<file path="config.mk">
export PLATFORM = sky130hd
export DESIGN_NAME = jk_bank_sched
export DESIGN_NICKNAME = d
export VERILOG_FILES = /design/src/rtl/jk_ctrl_pkg.sv /design/src/rtl/jk_bank.sv /design/src/rtl/jk_bank_sched.sv
export SDC_FILE = /design/constraint.sdc
export NUM_CORES = 1
export LEC_CHECK = 0
export CORE_UTILIZATION = 23
export CTS_CLUSTER_SIZE = 14
export DETAILED_ROUTE_END_ITERATION = 12
export PLACE_DENSITY_LB_ADDON = 0.25
export SLEW_MARGIN = 25
export SYNTH_ARGS = -nofsm -noshare
export SYNTH_HDL_FRONTEND = slang
export SYNTH_HIERARCHICAL = 1
export SYNTH_SLANG_ARGS = --single-unit
</file>
<file path="constraint.sdc">
create_clock -name Clk -period 4.3 [get_ports Clk]
set_input_delay 0.43 -clock Clk [delete_from_list [all_inputs] [get_ports Clk]]
set_output_delay 0.43 -clock Clk [all_outputs]
set_load 0.005 [all_outputs]
</file>
<file path="src/rtl/jk_ctrl_pkg.sv">
// Shared definitions for the JK bank scheduler: operation codes,
// controller states and the op -> {J,K} mapping.
package jk_ctrl_pkg;

   typedef enum logic [1:0] {
      JK_HOLD   = 2'b00,
      JK_SET    = 2'b01,
      JK_CLR    = 2'b10,
      JK_TOGGLE = 2'b11
   } jk_op_e;

   typedef enum logic [1:0] {
      IDLE   = 2'b00,
      APPLY  = 2'b01,
      SETTLE = 2'b10
   } sched_state_e;

   // Returns {J,K} for the targeted bit of an operation.
   function automatic logic [1:0] jk_bits(input jk_op_e op);
      case (op)
         JK_SET:    jk_bits = 2'b10;
         JK_CLR:    jk_bits = 2'b01;
         JK_TOGGLE: jk_bits = 2'b11;
         default:   jk_bits = 2'b00;
      endcase
   endfunction

endpackage

</file>
<file path="src/rtl/jk_bank.sv">
// Bank of WIDTH JK flip-flops with an asynchronous active-high clear.
module jk_bank #(
   parameter int WIDTH = 8
) (
   input  logic             clk,
   input  logic             rst,
   input  logic [WIDTH-1:0] j,
   input  logic [WIDTH-1:0] k,
   output logic [WIDTH-1:0] q
);

   logic [WIDTH-1:0] q_q;
   logic [WIDTH-1:0] q_d;

   // Characteristic equation per bit: Q+ = J&~Q | ~K&Q (hold/set/clear/invert).
   for (genvar gi = 0; gi < WIDTH; gi++) begin : g_bit
      assign q_d[gi] = (j[gi] & ~q_q[gi]) | (~k[gi] & q_q[gi]);
   end

   // Bank state register, cleared immediately by reset.
   always_ff @(posedge clk or posedge rst) begin
      if (rst) begin
         q_q <= '0;
      end else begin
         q_q <= q_d;
      end
   end

   assign q = q_q;

endmodule

</file>
<file path="src/rtl/jk_bank_sched.sv">
// Round-robin scheduler sharing one JK flip-flop bank between NREQ requesters.
// One command is granted from IDLE, driven onto J/K for one APPLY cycle, then
// the bank is left alone for SETTLE_CYC cycles before the next grant.
module jk_bank_sched
   import jk_ctrl_pkg::*;
#(
   parameter int WIDTH      = 8,
   parameter int NREQ       = 4,
   parameter int IDXW       = 3,
   parameter int SETTLE_CYC = 2
) (
   input  logic                 Clk,
   input  logic                 Rst,
   input  logic [NREQ-1:0]      Req,
   input  logic [2*NREQ-1:0]    Op,
   input  logic [NREQ*IDXW-1:0] Idx,
   output logic [NREQ-1:0]      Gnt,
   output logic [WIDTH-1:0]     J,
   output logic [WIDTH-1:0]     K,
   output logic [WIDTH-1:0]     Q,
   output logic                 Busy,
   output logic                 Err
);

   localparam int PTRW = (NREQ > 1) ? $clog2(NREQ) : 1;
   localparam int CNTW = (SETTLE_CYC > 1) ? $clog2(SETTLE_CYC) : 1;

   sched_state_e     state_q, state_d;
   logic [PTRW-1:0]  ptr_q, ptr_d;
   logic [CNTW-1:0]  cnt_q, cnt_d;
   logic [WIDTH-1:0] j_q, j_d;
   logic [WIDTH-1:0] k_q, k_d;
   logic             busy_q, busy_d;
   logic             err_q, err_d;

   logic             win_found;
   int               win_int;
   logic             grant_ok;
   logic [1:0]       sel_op;
   logic [IDXW-1:0]  sel_idx;
   logic             sel_oob;
   logic [WIDTH-1:0] sel_mask;
   logic [1:0]       sel_jk;

   // Round-robin search: first Req set, starting at ptr and wrapping.
   always_comb begin
      int cand;
      cand      = 0;
      win_found = 1'b0;
      win_int   = 0;
      for (int n = 0; n < NREQ; n++) begin
         cand = int'(ptr_q) + n;
         if (cand >= NREQ) begin
            cand = cand - NREQ;
         end
         if (!win_found && Req[cand]) begin
            win_found = 1'b1;
            win_int   = cand;
         end
      end
   end

   // Grants are only offered from IDLE and never while reset is asserted.
   assign grant_ok = (state_q == IDLE) && win_found && !Rst;
   assign Gnt      = grant_ok ? (NREQ'(1) << win_int) : '0;

   // Winner's command decoded into a bit mask and J/K polarity.
   always_comb begin
      sel_op   = Op[2*win_int +: 2];
      sel_idx  = Idx[IDXW*win_int +: IDXW];
      sel_oob  = int'(sel_idx) >= WIDTH;
      sel_mask = sel_oob ? '0 : (WIDTH'(1) << sel_idx);
      sel_jk   = jk_bits(jk_op_e'(sel_op));
   end

   // Next-state logic. The J/K/Err registers are the command latch: they are
   // loaded at the grant edge, so they are valid for exactly the APPLY cycle.
   always_comb begin
      state_d = state_q;
      ptr_d   = ptr_q;
      cnt_d   = cnt_q;
      j_d     = '0;
      k_d     = '0;
      err_d   = 1'b0;
      busy_d  = busy_q;
      unique case (state_q)
         IDLE: begin
            if (grant_ok) begin
               state_d = APPLY;
               ptr_d   = (win_int == NREQ - 1) ? '0 : PTRW'(win_int + 1);
               busy_d  = 1'b1;
               j_d     = sel_jk[1] ? sel_mask : '0;
               k_d     = sel_jk[0] ? sel_mask : '0;
               err_d   = sel_oob;
            end
         end
         APPLY: begin
            if (SETTLE_CYC > 0) begin
               state_d = SETTLE;
               cnt_d   = '0;
            end else begin
               state_d = IDLE;
               busy_d  = 1'b0;
            end
         end
         SETTLE: begin
            if (int'(cnt_q) >= SETTLE_CYC - 1) begin
               state_d = IDLE;
               busy_d  = 1'b0;
               cnt_d   = '0;
            end else begin
               cnt_d = cnt_q + CNTW'(1);
            end
         end
         default: begin
            state_d = IDLE;
            busy_d  = 1'b0;
         end
      endcase
   end

   // Controller registers; reset drops any in-flight command.
   always_ff @(posedge Clk or posedge Rst) begin
      if (Rst) begin
         state_q <= IDLE;
         ptr_q   <= '0;
         cnt_q   <= '0;
         j_q     <= '0;
         k_q     <= '0;
         busy_q  <= 1'b0;
         err_q   <= 1'b0;
      end else begin
         state_q <= state_d;
         ptr_q   <= ptr_d;
         cnt_q   <= cnt_d;
         j_q     <= j_d;
         k_q     <= k_d;
         busy_q  <= busy_d;
         err_q   <= err_d;
      end
   end

   jk_bank #(
      .WIDTH (WIDTH)
   ) u_bank (
      .clk (Clk),
      .rst (Rst),
      .j   (j_q),
      .k   (k_q),
      .q   (Q)
   );

   assign J    = j_q;
   assign K    = k_q;
   assign Busy = busy_q;
   assign Err  = err_q;

endmodule
</file>
[Word level (Yosys, flattened, before mapping)]
Cells that the tools add are included.
Storage, ports and cells
  output and inout port bits: 30
  bits in registers: 30
  input port bits: 26
Operators by class
  reduce and logical (&&, ||, !) cells: 14
  order comparisons: 9
  shift-type cells: 4
  mux-type cells: 41
  eq/ne operators: 8
  multiply operators: 1
  bitwise operators: 41
  add/sub/neg operators: 9
Operator list (number)
  $mux 32: 8
  $lt 32x4->1 const B: 4
  $mux 8: 6
  $eq 32x3->1 const B: 1
  $mul 3x32->32 const A: 1
  $shiftx 12x32->3: 1
  $shiftx 8x32->2: 1
  $shl 1x32->4 const A: 1
  $not 1->1: 17
  $and 1x1->1: 16
  $mux 1: 15
  $pmux 2 s3: 2
  $sub 3x3->4 const B: 3
  $ge 3x3->1 const B: 3
  $bmux 1 s2: 4
  $or 1x1->1: 8
  $shl 1x3->8 const A: 1
  $add 2x2->3 const B: 2
  $eq 2x2->1 const B: 3
  $mux 2: 3
  $logic_and 1x1->1: 5
  $eq 2x1->1 const B: 2
  $logic_not 1->1: 4
  $mux 4: 1
  13 further kinds: 15

[Logic depth before layout (Yosys ltp)]
  depth in word-level cells: 21
  mapped depth: 20

[Cells and area by module]
Netlist, hierarchy kept.
Modules (own cells, without submodules)
  jk_bank_sched: area each 2240.9 um2, cells an instance 265, instances 1
  jk_bank: area each 314.1 um2, cells an instance 25, instances 1

[Least setup slack after synthesis]
Ideal clock, no wire load.
  path type: register to register
  from: register ptr_q[0]
  to: register j_q[7], in the netlist J[7]
  path slack: -436 ps
  arrival: 4669 ps
  clock period less this slack: 4736 ps
  required time: 4233 ps
  buffers on the path: 4
  library setup time: 67 ps
  stages on the path, launching flop included: 20
  path through: dfrtp_1 > buf_6 > inv_1 > clkbuf_1 > ha_1 > buf_2 > mux4_2 > buf_2 > nand2b_1 > a21oi_1 > nor2_1 > inv_2 > ha_1 > ha_1 > fa_1 > nand3_1 > a211o_1 > or4_1 > a32oi_2 > o2111a_1
On the way
  longest elaborated chain between the ends: 21
  elaborated cells between the ends (all ways): 54
RTL lines
  start, declared: line jk_bank_sched.sv:29  | logic [PTRW-1:0] ptr_q, ptr_d;
  start signal, assigned: line jk_bank_sched.sv:134  | ptr_q <= ptr_d;
  parallel branches: the longest is 19 deep, another holds $sub 3x3->4
  $mux 8 *: line jk_bank_sched.sv:88  | if (grant_ok) begin
  $mux 8 *: line jk_bank_sched.sv:86  | unique case (state_q)
  named net j_d[7]: line jk_bank_sched.sv:31  | logic [WIDTH-1:0] j_q, j_d;
  end signal, assigned: line jk_bank_sched.sv:136  | j_q <= j_d;
  end, declared: line jk_bank_sched.sv:31
Mark *: on every way through the listed nets, which the timed path passes. The select of a mux whose other input is x is not followed.
A chain may end at the register's enable or synchronous reset.

[Final worst setup path]
  from: input port Req[3]
  to: register j_q[7], in the netlist J[7]
On the way
  longest elaborated chain between the ends: 19
  elaborated cells between the ends (all ways): 39
RTL lines
  start, declared: line jk_bank_sched.sv:14  | input logic [NREQ-1:0] Req,
  $bmux 1 s2: line jk_bank_sched.sv:56  | if (!win_found && Req[cand]) begin
  $mux 1 (not written as such) (2 in a row): line jk_bank_sched.sv:56
  $mux 1: line jk_bank_sched.sv:56
  $logic_not 1->1: line jk_bank_sched.sv:56
  $logic_and 1x1->1: line jk_bank_sched.sv:56
  $mux 1: line jk_bank_sched.sv:56
  $logic_not 1->1: line jk_bank_sched.sv:56
  $logic_and 1x1->1: line jk_bank_sched.sv:56
  [3 not listed]
  $mux 32: line jk_bank_sched.sv:56
  $mul 3x32->32 / $shiftx 8x32->2 (equally long branches): line jk_bank_sched.sv:70, jk_bank_sched.sv:69
  $shiftx 12x32->3 (tied with other cells): line jk_bank_sched.sv:70  | sel_idx = Idx[IDXW*win_int +: IDXW];
  $shl 1x3->8 / $pmux 2 s3 (equally long branches): line jk_bank_sched.sv:72, jk_ctrl_pkg.sv:20
  $mux 8: line jk_bank_sched.sv:92  | j_d = sel_jk[1] ? sel_mask : '0;
  $mux 8 *: line jk_bank_sched.sv:88
  $mux 8 *: line jk_bank_sched.sv:86
  named net j_d[7]: line jk_bank_sched.sv:31
The timed path passes the listed nets; every way through them passes the cells marked *. The select of a mux whose other input is x is not followed.

==> reports/metrics.sh <==
CTS.SINK_COUNT=30
INITIAL_UTILIZATION_PCT=23.6
CLOCK_PATH_BUFFERS=2
GRT_ANTENNA_BEFORE_REPAIR=0
DRTPASS1ITERATIONS=8
DIE_AREA_UM2=11500
WORST-R2R-CELL-COUNT=14
PLACED_CELLS_INCL_TAPS=498
LAYOUT-AREA-OVERHEAD-VS-SYNTH_PCT=41.0
POSTSYNTH.TOPFLOPCELL='sky130_fd_sc_hd__dfrtp_1'
DETAILED_ROUTE_VIAS_PER_INSTANCE=4.87
HOLD_CLASS='flip-flop to flip-flop'
POSTLAYOUTCOREUTIL_PCT=33.2
RR_STARTPOINT='ptr_q[0]$_DFFE_PP0P_'
CTS_MAX_LEVEL=2
ROUTED_WIRE_LENGTH_PER_INSTANCE_UM=14.5
FIN_CELLS=506
SYNTHARSTFLOPSHARE_PCT=100
NUM_IO_PINS=56
IO_BUFFERS=54
TRITONCTS_CLOCK_TREE='built'
SYNTH.AVG_CELL_AREA_UM2=8.81
VIA_COUNT=2466
SYN-CELL-AREA_UM2=2550
FINALWIRELENGTH_UM=7350
YOSYS.AREA_SHARE.SIMPLE_PCT=23.7
POSTSYNTHCELLCOUNT=290
CP.ARRIVAL_PS=4260
DIEWIDTH_UM=107
POST-CTS-SETUP-BUFFERS=0
SYNTH-COMPOUND-AREA-SHARE_PCT=19.7
DRC_ERRORS=1
STD_CELL_ROWS=38
NUMBER_OF_GLOBAL_ROUTE_VIAS_BEFORE_REPAIR=2359
YOSYS-TOP-CELLS-AREA='sky130_fd_sc_hd__dfrtp_1, sky130_fd_sc_hd__mux2i_1, sky130_fd_sc_hd__ha_1'
GRT_OVERFLOW_TOTAL=0
CLKSLEWWORSTSETUPHOLDPATHS_PS=60
SYNTHADDERAREAFRAC_PCT=7.15
MOSTFREQUENTLAYOUTCELL='sky130_fd_sc_hd__clkdlybuf4s50_1'
FINALWEIGHTEDCONGESTION=0.852
GRT_SETUP_UNREPAIRED='no'
SETUP-VIOLATIONS-FINAL=0
FRACTION_OF_SYNTHESIZED_AREA_IN_MULTIPLEXERS_PCT=12.7
R2R_SETUP_SLACK_PS=270
FIRST_PASS_GRT_WIRE_LENGTH_UM=12000
GRT_MAX_DEGREE=23
ANTENNA_VIOLATING_NETS_POST_ROUTE=0
CLOCK.FMAX_MHz=248
FAILED_CHECKS='design-rule violations'
WORSTMARGINPINSLEW_PS=638
CTS_HOLD_REPAIR.BUFFERS=0
FINCLKSKEW_PS=4.64
CORE_UM2=10800
LAYOUT-DRIVE-GT1-SHARE_PCT=18.6
POST_SYNTH_XOR_AREA_FRACTION_PCT=0.686
STARTPOINT_TYPE='primary input'
CELLLEAKAGEPOWER_nW=1.49
PATH_CELLS='clkdlybuf4s50_1 -> mux4_2 -> nand2b_1 -> a21oi_1 -> nor2_2 -> inv_2 -> ha_1 -> ha_2 -> fa_1 -> buf_4 -> a2111oi_2 -> nand4b_1 -> a32oi_2 -> o2111a_1'
DPL-INSTANCE-AREA_UM2=3440
CRIT_SLOWEST_CELL='sky130_fd_sc_hd__mux4_2'
WORST_SETUP_PATH_ENDPOINT='J[7]$_DFF_PP0_'
END_KIND='flip-flop'
STATUS='finished, violations left'
SYNTH_NETS=330
HOLD_VIOLATIONS=0
SYNTH_SEQ_AREA_SHARE_PCT=29.4
SYNTH.LIB_CELLS_USED.DISTINCT=63
CRITICAL_PATH.REG2REG.ENDPOINT='J[7]$_DFF_PP0_'
TIMING.CRITICAL_PATH.REQUIRED_PS=4520
DP_HPWL_UM=5910
CRITPATHMAXFANOUT=7
YOSYSWARNINGCOUNT=6
CTS_BUFFERS=5
INSERTEDDIODECOUNT=0
FINAL_CELL_MIX='sky130_fd_sc_hd__clkdlybuf4s50_1, sky130_fd_sc_hd__buf_4, sky130_fd_sc_hd__dfrtp_1'
FINALCRITICALPERIOD_PS=4040
MAXCAPVIOLATIONS=0
POST-ROUTE-CELL-AREA_UM2=3600
CLOCK_LATENCY_ON_THE_WORST_SKEW_PAIR_PS=280
POWERDENSITY_nW_PER_UM2=907
YOSYSTOPAREACELL='sky130_fd_sc_hd__dfrtp_1'
DIE_H_UM=107
SYNTH_TOP_FAMILY_BY_AREA='simple AND/OR/NAND/NOR gates'
SLEW_HEADROOM_PCT=56.9
DETAILED_ROUTE_ITER0_VIOLATIONS=105
DESIGN.FINAL.NETS=405
GRT_USAGE_PCT=13.1
SYNTH-SEQ-CELLS=30
FINAL_CLOCK_PERIOD_UTILIZATION_BY_THE_WORST_PATH_PCT=93.9
WORST_IR_DROP_VDD_mV=0.302
TIMING_MAX_TRANSITION_VIOLATIONS_FINAL=0
SYNTH_TOP_CELL_AREA_SHARE_PCT=29.4
CRIT_START='Req[3]'
CRITICALPATHCATEGORY='primary input to flip-flop'
CLK_ROOT_BUFFER_CELL='sky130_fd_sc_hd__clkbuf_8'
CRIT_PATH_MAX_INCR_DELAY_PS=550
POST_SYNTH_EDFFS=0
[metal layers]
layer	track usage, %	wire (µm)	vias to the layer above
met3	1.88	328	12
met1	18.2	3560	1164
met4	4.70	135	0
met5	0	0	-
li1	-	-	1221
met2	20.7	3320	69
[Yosys cell counts (all sizes together), types with 2 or more instances]
cell type	instances
o211ai	6
nand2	24
nand3	5
mux2i	20
and3b	3
or4	3
o21ai	17
nor3	22
nor3b	2
a21boi	2
dfrtp	30
buf	12
ha	13
a31oi	4
nor4	2
nor4b	3
o221ai	2
nand4	8
mux4	4
a21oi	8
o31ai	3
a211oi	4
a211o	3
o211a	2
nor2b	7
nand2b	7
o32a	3
inv	19
clkbuf	6
nor2	19
a2111oi	2
mux2	3
[report_power, final]
part           internal [mW]  switching [mW]
registers              0.384          0.0624
logic                   1.11            1.37
clock network          0.247           0.103
total                   1.74            1.53
[repair_timing]
| item | 4_1_cts | 5_1_grt |
|---|---|---|
| endpoints found under the hold margin | 0 | 0 |
| gates resized for setup | 0 | 4 |
| endpoints found under the setup margin | 0 | 15 |
[final cells by class]
class                           instances  area (µm²)
Multi-Input combinational cell        223        1680
Inverter                               19        71.3
Clock buffer                            6        82.6
Tap cell                              140         175
Timing Repair Buffer                   86         781
Fill cell                            1147        7240
Clock inverter                          2        60.1
Sequential cell                        30         751
[registers in the layout (all words and copies together), names as in the netlist]
name	cells
Busy	1
J	8
K	8
cnt_q	1
ptr_q	2
state_q	2
u_bank/q	8
[how the worst min path moves through the flow]
stage	startpoint	to	slack, ps	cells past startpoint
6_report	K[4]$_DFF_PP0_	u_bank/q[4]$_DFF_PP0_	450	1
4_1_cts	K[4]$_DFF_PP0_	u_bank/q[4]$_DFF_PP0_	460	1
3_5_place_dp	K[4]$_DFF_PP0_	u_bank/q[4]$_DFF_PP0_	450	1
2_1_floorplan	Rst	u_bank/q[0]$_DFF_PP0_	250	1
3_3_place_gp	K[0]$_DFF_PP0_	u_bank/q[0]$_DFF_PP0_	450	1
5_1_grt	K[4]$_DFF_PP0_	u_bank/q[4]$_DFF_PP0_	470	1
[per-stage QoR]
stage / setup TNS (ps) / hold WS, ps / worst slack (ps) / power [mW]
6_report: 0 / 452 / 261 / 3.27
5_1_grt: 0 / 466 / 4.88 / 3.54
4_1_cts: 0 / 456 / 130 / 3.25
3_5_place_dp: -775 / 447 / -176 / 2.88
3_3_place_gp: -124 / 445 / -104 / 2.87
2_1_floorplan: -14.9 / 246 / -14.9 / 2.05
[cell families (layout without fill, tap and decap cells)]
kind of cell,count (synthesis),after routing
AOI/OAI and AO/OA,67,67
buffers and inverters,37,113
DFF,30,30
xor gates and xnor gates,2,2
other,1,1
muxes,27,27
and+or+nand+nor,112,112
adders and majority gates,14,14
[critical path, delay by kind of cell]
kind / cells / cell delay, ps
buffers and inverters: 3 / 730
muxes: 1 / 550
adders and majority gates: 3 / 850
AOI/OAI and AO/OA: 4 / 1180
and+or+nand+nor: 3 / 520
Power figures use the tool's default switching activity.
